## config.mk

```make
export PLATFORM = sky130hd
export DESIGN_NAME = fib_index_finder
export DESIGN_NICKNAME = d
export VERILOG_FILES = /design/src/rtl/fib_pkg.sv /design/src/rtl/fib_step.sv /design/src/rtl/fib_index_finder.sv
export SDC_FILE = /design/constraint.sdc
export NUM_CORES = 1
export LEC_CHECK = 0
export CORE_ASPECT_RATIO = 0.5
export CORE_MARGIN = 3
export CORE_UTILIZATION = 60
export CTS_BUF_LIST = sky130_fd_sc_hd__clkbuf_4 sky130_fd_sc_hd__clkbuf_8
export CTS_CLUSTER_DIAMETER = 80
export DETAILED_ROUTE_END_ITERATION = 8
export PLACE_DENSITY_LB_ADDON = 0.3
export SLEW_MARGIN = 20
export SYNTH_ARGS = -nofsm -noshare
export SYNTH_HDL_FRONTEND = slang
export SYNTH_SLANG_ARGS = --single-unit
```

## constraint.sdc

```tcl
create_clock -name clk -period 2.6 [get_ports clk]
set_input_delay 0.78 -clock clk [delete_from_list [all_inputs] [get_ports clk]]
set_output_delay 0.78 -clock clk [all_outputs]
set_load 0.02 [all_outputs]
```

## src/rtl/fib_pkg.sv

```systemverilog
// Shared types and constants for the Fibonacci index finder.
package fib_pkg;

    typedef enum logic [1:0] {
        IDLE   = 2'd0,
        SEARCH = 2'd1,
        DONE   = 2'd2
    } fib_state_t;

    localparam int DEF_WIDTH = 16;
    localparam int DEF_IDX_W = 8;

    // Largest n with F(n) representable in 'width' bits (24 for width 16).
    function automatic int max_fib_index(input int width);
        longint a;
        longint b;
        longint c;
        longint lim;
        int     n;
        a   = 0;
        b   = 1;
        n   = 0;
        lim = longint'(1) << width;
        while (b < lim) begin
            c = a + b;
            a = b;
            b = c;
            n = n + 1;
        end
        return n;
    endfunction

endpackage

```

## src/rtl/fib_step.sv

```systemverilog
// Fibonacci pair registers: num1=F(idx), num2=F(idx+1), with load and advance.
module fib_step
    import fib_pkg::*;
#(
    parameter int WIDTH = DEF_WIDTH,
    parameter int IDX_W = DEF_IDX_W
) (
    input  logic             clk,
    input  logic             reset_n,
    input  logic             load,
    input  logic             advance,
    output logic [WIDTH-1:0] num1,
    output logic [WIDTH:0]   num2,
    output logic [IDX_W-1:0] idx
);

    // One extra bit so the first value past WIDTH is seen as a carry, not a wrap.
    logic [WIDTH:0] sum;

    // Next Fibonacci value; num1 never exceeds the target, so it fits WIDTH bits.
    always_comb begin
        sum = {1'b0, num1} + num2;
    end

    // Pair and index registers; load restarts the sequence at F(0), F(1).
    always_ff @(posedge clk or negedge reset_n) begin
        if (!reset_n) begin
            num1 <= '0;
            num2 <= {{WIDTH{1'b0}}, 1'b1};
            idx  <= '0;
        end else if (load) begin
            num1 <= '0;
            num2 <= {{WIDTH{1'b0}}, 1'b1};
            idx  <= '0;
        end else if (advance) begin
            // Advance only happens when num2 <= target, so its top bit is clear here.
            num1 <= num2[WIDTH-1:0];
            num2 <= sum;
            idx  <= idx + IDX_W'(1);
        end
    end

endmodule

```

## src/rtl/fib_index_finder.sv

```systemverilog
// Finds the largest n with F(n) <= din and flags exact Fibonacci targets.
//
//  state  | meaning
//  IDLE   | after reset, waiting for start
//  SEARCH | stepping one Fibonacci term per clock
//  DONE   | dout/is_fib valid, start restarts a search
module fib_index_finder
    import fib_pkg::*;
#(
    parameter int WIDTH = DEF_WIDTH,
    parameter int IDX_W = DEF_IDX_W
) (
    input  logic             clk,
    input  logic             reset_n,
    input  logic [WIDTH-1:0] din,
    input  logic             start,
    output logic             busy,
    output logic [IDX_W-1:0] dout,
    output logic             is_fib,
    output logic             done
);

    if (IDX_W < $clog2(max_fib_index(WIDTH) + 1)) begin : g_idx_w_check
        $error("IDX_W too narrow for the largest Fibonacci index at this WIDTH");
    end

    fib_state_t       state_q;
    fib_state_t       state_d;
    logic [WIDTH-1:0] tgt;
    logic [WIDTH-1:0] num1;
    logic [WIDTH:0]   num2;
    logic [IDX_W-1:0] idx;
    logic             accept;
    logic             advance;
    logic             terminate;

    fib_step #(
        .WIDTH (WIDTH),
        .IDX_W (IDX_W)
    ) u_step (
        .clk     (clk),
        .reset_n (reset_n),
        .load    (accept),
        .advance (advance),
        .num1    (num1),
        .num2    (num2),
        .idx     (idx)
    );

    // Stop when the next term passes the target or no longer fits WIDTH bits.
    always_comb begin
        terminate = num2[WIDTH] || (num2[WIDTH-1:0] > tgt);
    end

    // Next-state and step controls.
    always_comb begin
        state_d = state_q;
        accept  = 1'b0;
        advance = 1'b0;
        unique case (state_q)
            IDLE, DONE: begin
                if (start) begin
                    accept  = 1'b1;
                    state_d = SEARCH;
                end
            end
            SEARCH: begin
                if (terminate) begin
                    state_d = DONE;
                end else begin
                    advance = 1'b1;
                end
            end
            default: state_d = IDLE;
        endcase
    end

    // State register.
    always_ff @(posedge clk or negedge reset_n) begin
        if (!reset_n) begin
            state_q <= IDLE;
        end else begin
            state_q <= state_d;
        end
    end

    // Target capture and result registers; results hold across a restart until the next terminate.
    always_ff @(posedge clk or negedge reset_n) begin
        if (!reset_n) begin
            tgt    <= '0;
            dout   <= '0;
            is_fib <= 1'b0;
        end else begin
            if (accept) begin
                tgt <= din;
            end
            if (state_q == SEARCH && terminate) begin
                dout   <= idx;
                is_fib <= (num1 == tgt);
            end
        end
    end

    // Status flags follow the state directly, so done drops on the restart edge.
    always_comb begin
        busy = (state_q == SEARCH);
        done = (state_q == DONE);
    end

endmodule
```

==> summary.md <==
| Metric | Value |
|---|---|
| Vias per cell | 6.12 |
| ANT nets after route | 0 |
| Final setup fails | 0 |
| Fillers | 401 |
| Post-synth EDFFs | 0 |
| Worst rel slew slack | 0.594 |
| Sink Count | 68 |
| CP endpoint kind | register |
| Worst-Margin Slew | 0.606 ns |
| Drt total wl | 9.76 mm |
| Crit path max fanout | 7 |
| Hold_buf cts | 0 |
| Clock root buffer | clkbuf_8 |
| Asr flop ratio synth | 1.00 |
| Pins Over Slew Limit | 0 |
| Internal power | 0.00327 W |
| Avg Cell Area, Syn | 9.73 um2 |
| Clk pwr share | 0.169 |
| Crit-path cells | ha_1 -> nand4_1 -> nor3_1 -> a2111oi_4 -> a31oi_4 -> buf_6 -> or4_1 -> a21oi_1 |
| Setup ws final | 0.0604 ns |
| Final period utilization | 0.977 |
| 1st-iter DRT viols | 366 |
| Layout cells sized above 1 | 0.139 |
| Main synth FF type | dfrtp_1 |
| NumNets Final | 516 |
| Syn Nets | 472 |
| Final hold slack | 0.294 ns |
| DP Wirelength | 7.19 mm |
| Gate power share | 0.525 |
| Grt total ovfl | 0 |
| Clk_lat worst skew | 0.36 ns |
| DIE HEIGHT | 64.3 um |
| Arrival @ worst endpoint | 2.82 ns |
| Initial antenna violation count | 0 |
| DP Worst Slack | -0.0468 ns |
| Hold Crit Class | input port to async pin |
| First-pass GRT wire length | 16.3 mm |
| Sequential share of power | 0.306 |
| Crit path kind | register to register |
| Reg area | 1700 um2 |
| Worst-path clk slew | 0.08 ns |
| Max-cap viol count | 0 |
| Final number of hold-violating endpoints | 0 |
| Area grow syn2layout | 19.6% |
| Initial core utilization | 0.647 |
| Number of global-route vias before repair | 3503 |
| Synthesized flop and latch total | 68 |
| Residual DRC | 0 |
| Worst Path Required | 2.88 ns |
| Area occupied by multi-input gates | 2260 um2 |
| Mapped Area | 4080 um2 |
| Clock Skews | 0.00780 ns |
| Htree depth | 3 |
| Static Leak | 2.25 nW |
| Count of cell types in the netlist | 49 |
| Total GRT Usage | 0.265 |
| VDD IR max | 0.523 mV |
| IO Count | 30 |
| CTS tree | done |
| Port bufs | 29 |
| Final GP Congestion | 0.986 |
| # rows | 20 |
| Antenna diodes | 0 |
| Die Area | 7880 um2 |
| CTS Buf Count | 9 |
| Power per cell area | 1160 nW/um2 |
| Largest net degree at the start of global routing | 58 |
| Die W | 123 um |
| Status | complete, no violations |
| CTS Buffer Depth | 2 |
| Power Total | 0.00567 W |
| Tmin final | 2.54 ns |
| CP peak stage delay | 0.49 ns |
| Ys Warns | 0 |
| FMAX | 394 MHz |
| Sw frac | 0.424 |
| CORE AREA | 6310 um2 |
| Critical path launch point type | register |
| Mapped Cells | 419 |
| Critical-path top delay cell | or4_1 |
| Post-DR wirelength/cell | 17.5 um |
| Drt pass-1 iters | 7 |
| Sw Pwr | 0.00240 W |
| Fin Setup TNS | 0 ns |
| Via count | 3400 |
| Seq/Total Area, Yosys | 0.418 |
[path summary, 6_finish.rpt]
kind | start | end | slack, ns | depth (start not counted)
max | u_step.num2[14] | u_step.idx[3] | 0.06 | 8
min | reset_n | dout[7] | 0.29 | 1
max reg2reg | u_step.num2[14] | u_step.idx[3] | 0.06 | 8
min reg2reg | dout[6] | dout[6] | 0.51 | 1
max in group asynchronous | reset_n | u_step.num2[0] | 1.64 | 2
min in group clk | dout[6] | dout[6] | 0.51 | 1
[power groups by stage]
stage	Sequential, W	Combinational (W)	Clock [W]
after floorplan	0.00167	0.00195	0
after global placement	0.00171	0.00261	0
after detailed placement	0.00173	0.00276	0
after CTS	0.00172	0.00281	0.000969
after global routing	0.00177	0.00326	0.00103
final	0.00173	0.00298	0.000957
[metrics by stage]
stage          cells  instance area, um2   util
2_1_floorplan    419                4080      -
3_3_place_gp     537                4570  0.724
3_5_place_dp     537                4570  0.724
4_1_cts          553                4800  0.761
5_1_grt          556                4880  0.773
6_report         556                4880  0.773
[cells in the mapped netlist (all sizes together), types with 8 or more instances]
| library cell | instances | area share |
|---|---|---|
| nand2 | 50 | 0.046 |
| mux2i | 18 | 0.044 |
| mux2 | 10 | 0.028 |
| clkbuf | 11 | 0.010 |
| inv | 26 | 0.024 |
| o211ai | 17 | 0.031 |
| xnor2 | 20 | 0.043 |
| o21ai | 46 | 0.057 |
| nor2 | 10 | 0.0098 |
| dfrtp | 67 | 0.41 |
| xor2 | 8 | 0.017 |
| a21oi | 19 | 0.023 |
| nor3 | 9 | 0.011 |
| ha | 33 | 0.10 |
[registers in the layout (all words and copies together) (netlist names)]
| name | count |
|---|---|
| u_step.num2 | 17 |
| u_step.idx | 8 |
| u_step.num1 | 16 |
| tgt | 16 |
| is_fib | 1 |
| state_q | 2 |
| dout | 8 |
[cell type report]
cell class,count,area share
clock buffer,9,0.0254
clock inverter,7,0.0187
inverter,26,0.0200
multi-input combinational,308,0.464
sequential,68,0.349
tap,88,0.0226
timing repair buffer,50,0.0996
[worst max-delay path, delay by kind of cell (launching register included)]
| family | cells | cell delay [ns] |
|---|---|---|
| buffers and inverters | 1 | 0.17 |
| AND/OR/NAND/NOR | 3 | 0.80 |
| flip-flops | 1 | 0.44 |
| adder cells (fa/ha/maj) | 1 | 0.33 |
| AO/OA/AOI/OAI | 3 | 0.72 |
[kinds of logic after synthesis]
group / after synthesis / share of synthesized area
DFF: 68 / 0.418
xor gates and xnor gates: 28 / 0.0601
and+or+nand+nor: 104 / 0.121
adders and majority gates: 34 / 0.106
buffers and inverters: 43 / 0.0442
muxes: 28 / 0.0718
AOI/OAI and AO/OA: 114 / 0.179
[per-layer routing]
layer	part of all wire	up-vias	track usage
met5	0	-	0
met4	0.016	0	0.0893
met3	0.066	19	0.0716
li1	-	1590	-
met1	0.42	1680	0.330
met2	0.49	111	0.449
[timing repair]
item                                    CTS  global route
buffers inserted                          0             2
cloned                                    0             1
gates resized for setup                   3            11
endpoints found under the setup margin   27            41
pin swaps                                 1             6
[cells in the final DEF (no fill, tap or decap), drive strengths merged, types with 5 or more instances in the layout]
| cell | Yosys | routed |
|---|---|---|
| buf | 6 | 22 |
| a21oi | 19 | 19 |
| nand4 | 7 | 7 |
| clkdlybuf4s50 | 0 | 28 |
| mux2 | 10 | 10 |
| nand3 | 6 | 6 |
| o31ai | 5 | 5 |
| ha | 33 | 33 |
| inv | 26 | 26 |
| nor2 | 10 | 10 |
| nand2 | 50 | 50 |
| xor2 | 8 | 8 |
| o21ai | 46 | 46 |
| mux2i | 18 | 18 |
| clkbuf | 11 | 9 |
| a21o | 7 | 7 |
| xnor2 | 20 | 20 |
| nor3 | 9 | 9 |
| dfrtp | 67 | 67 |
| o211ai | 17 | 17 |
Note: power is estimated with default switching activity, not from simulation.
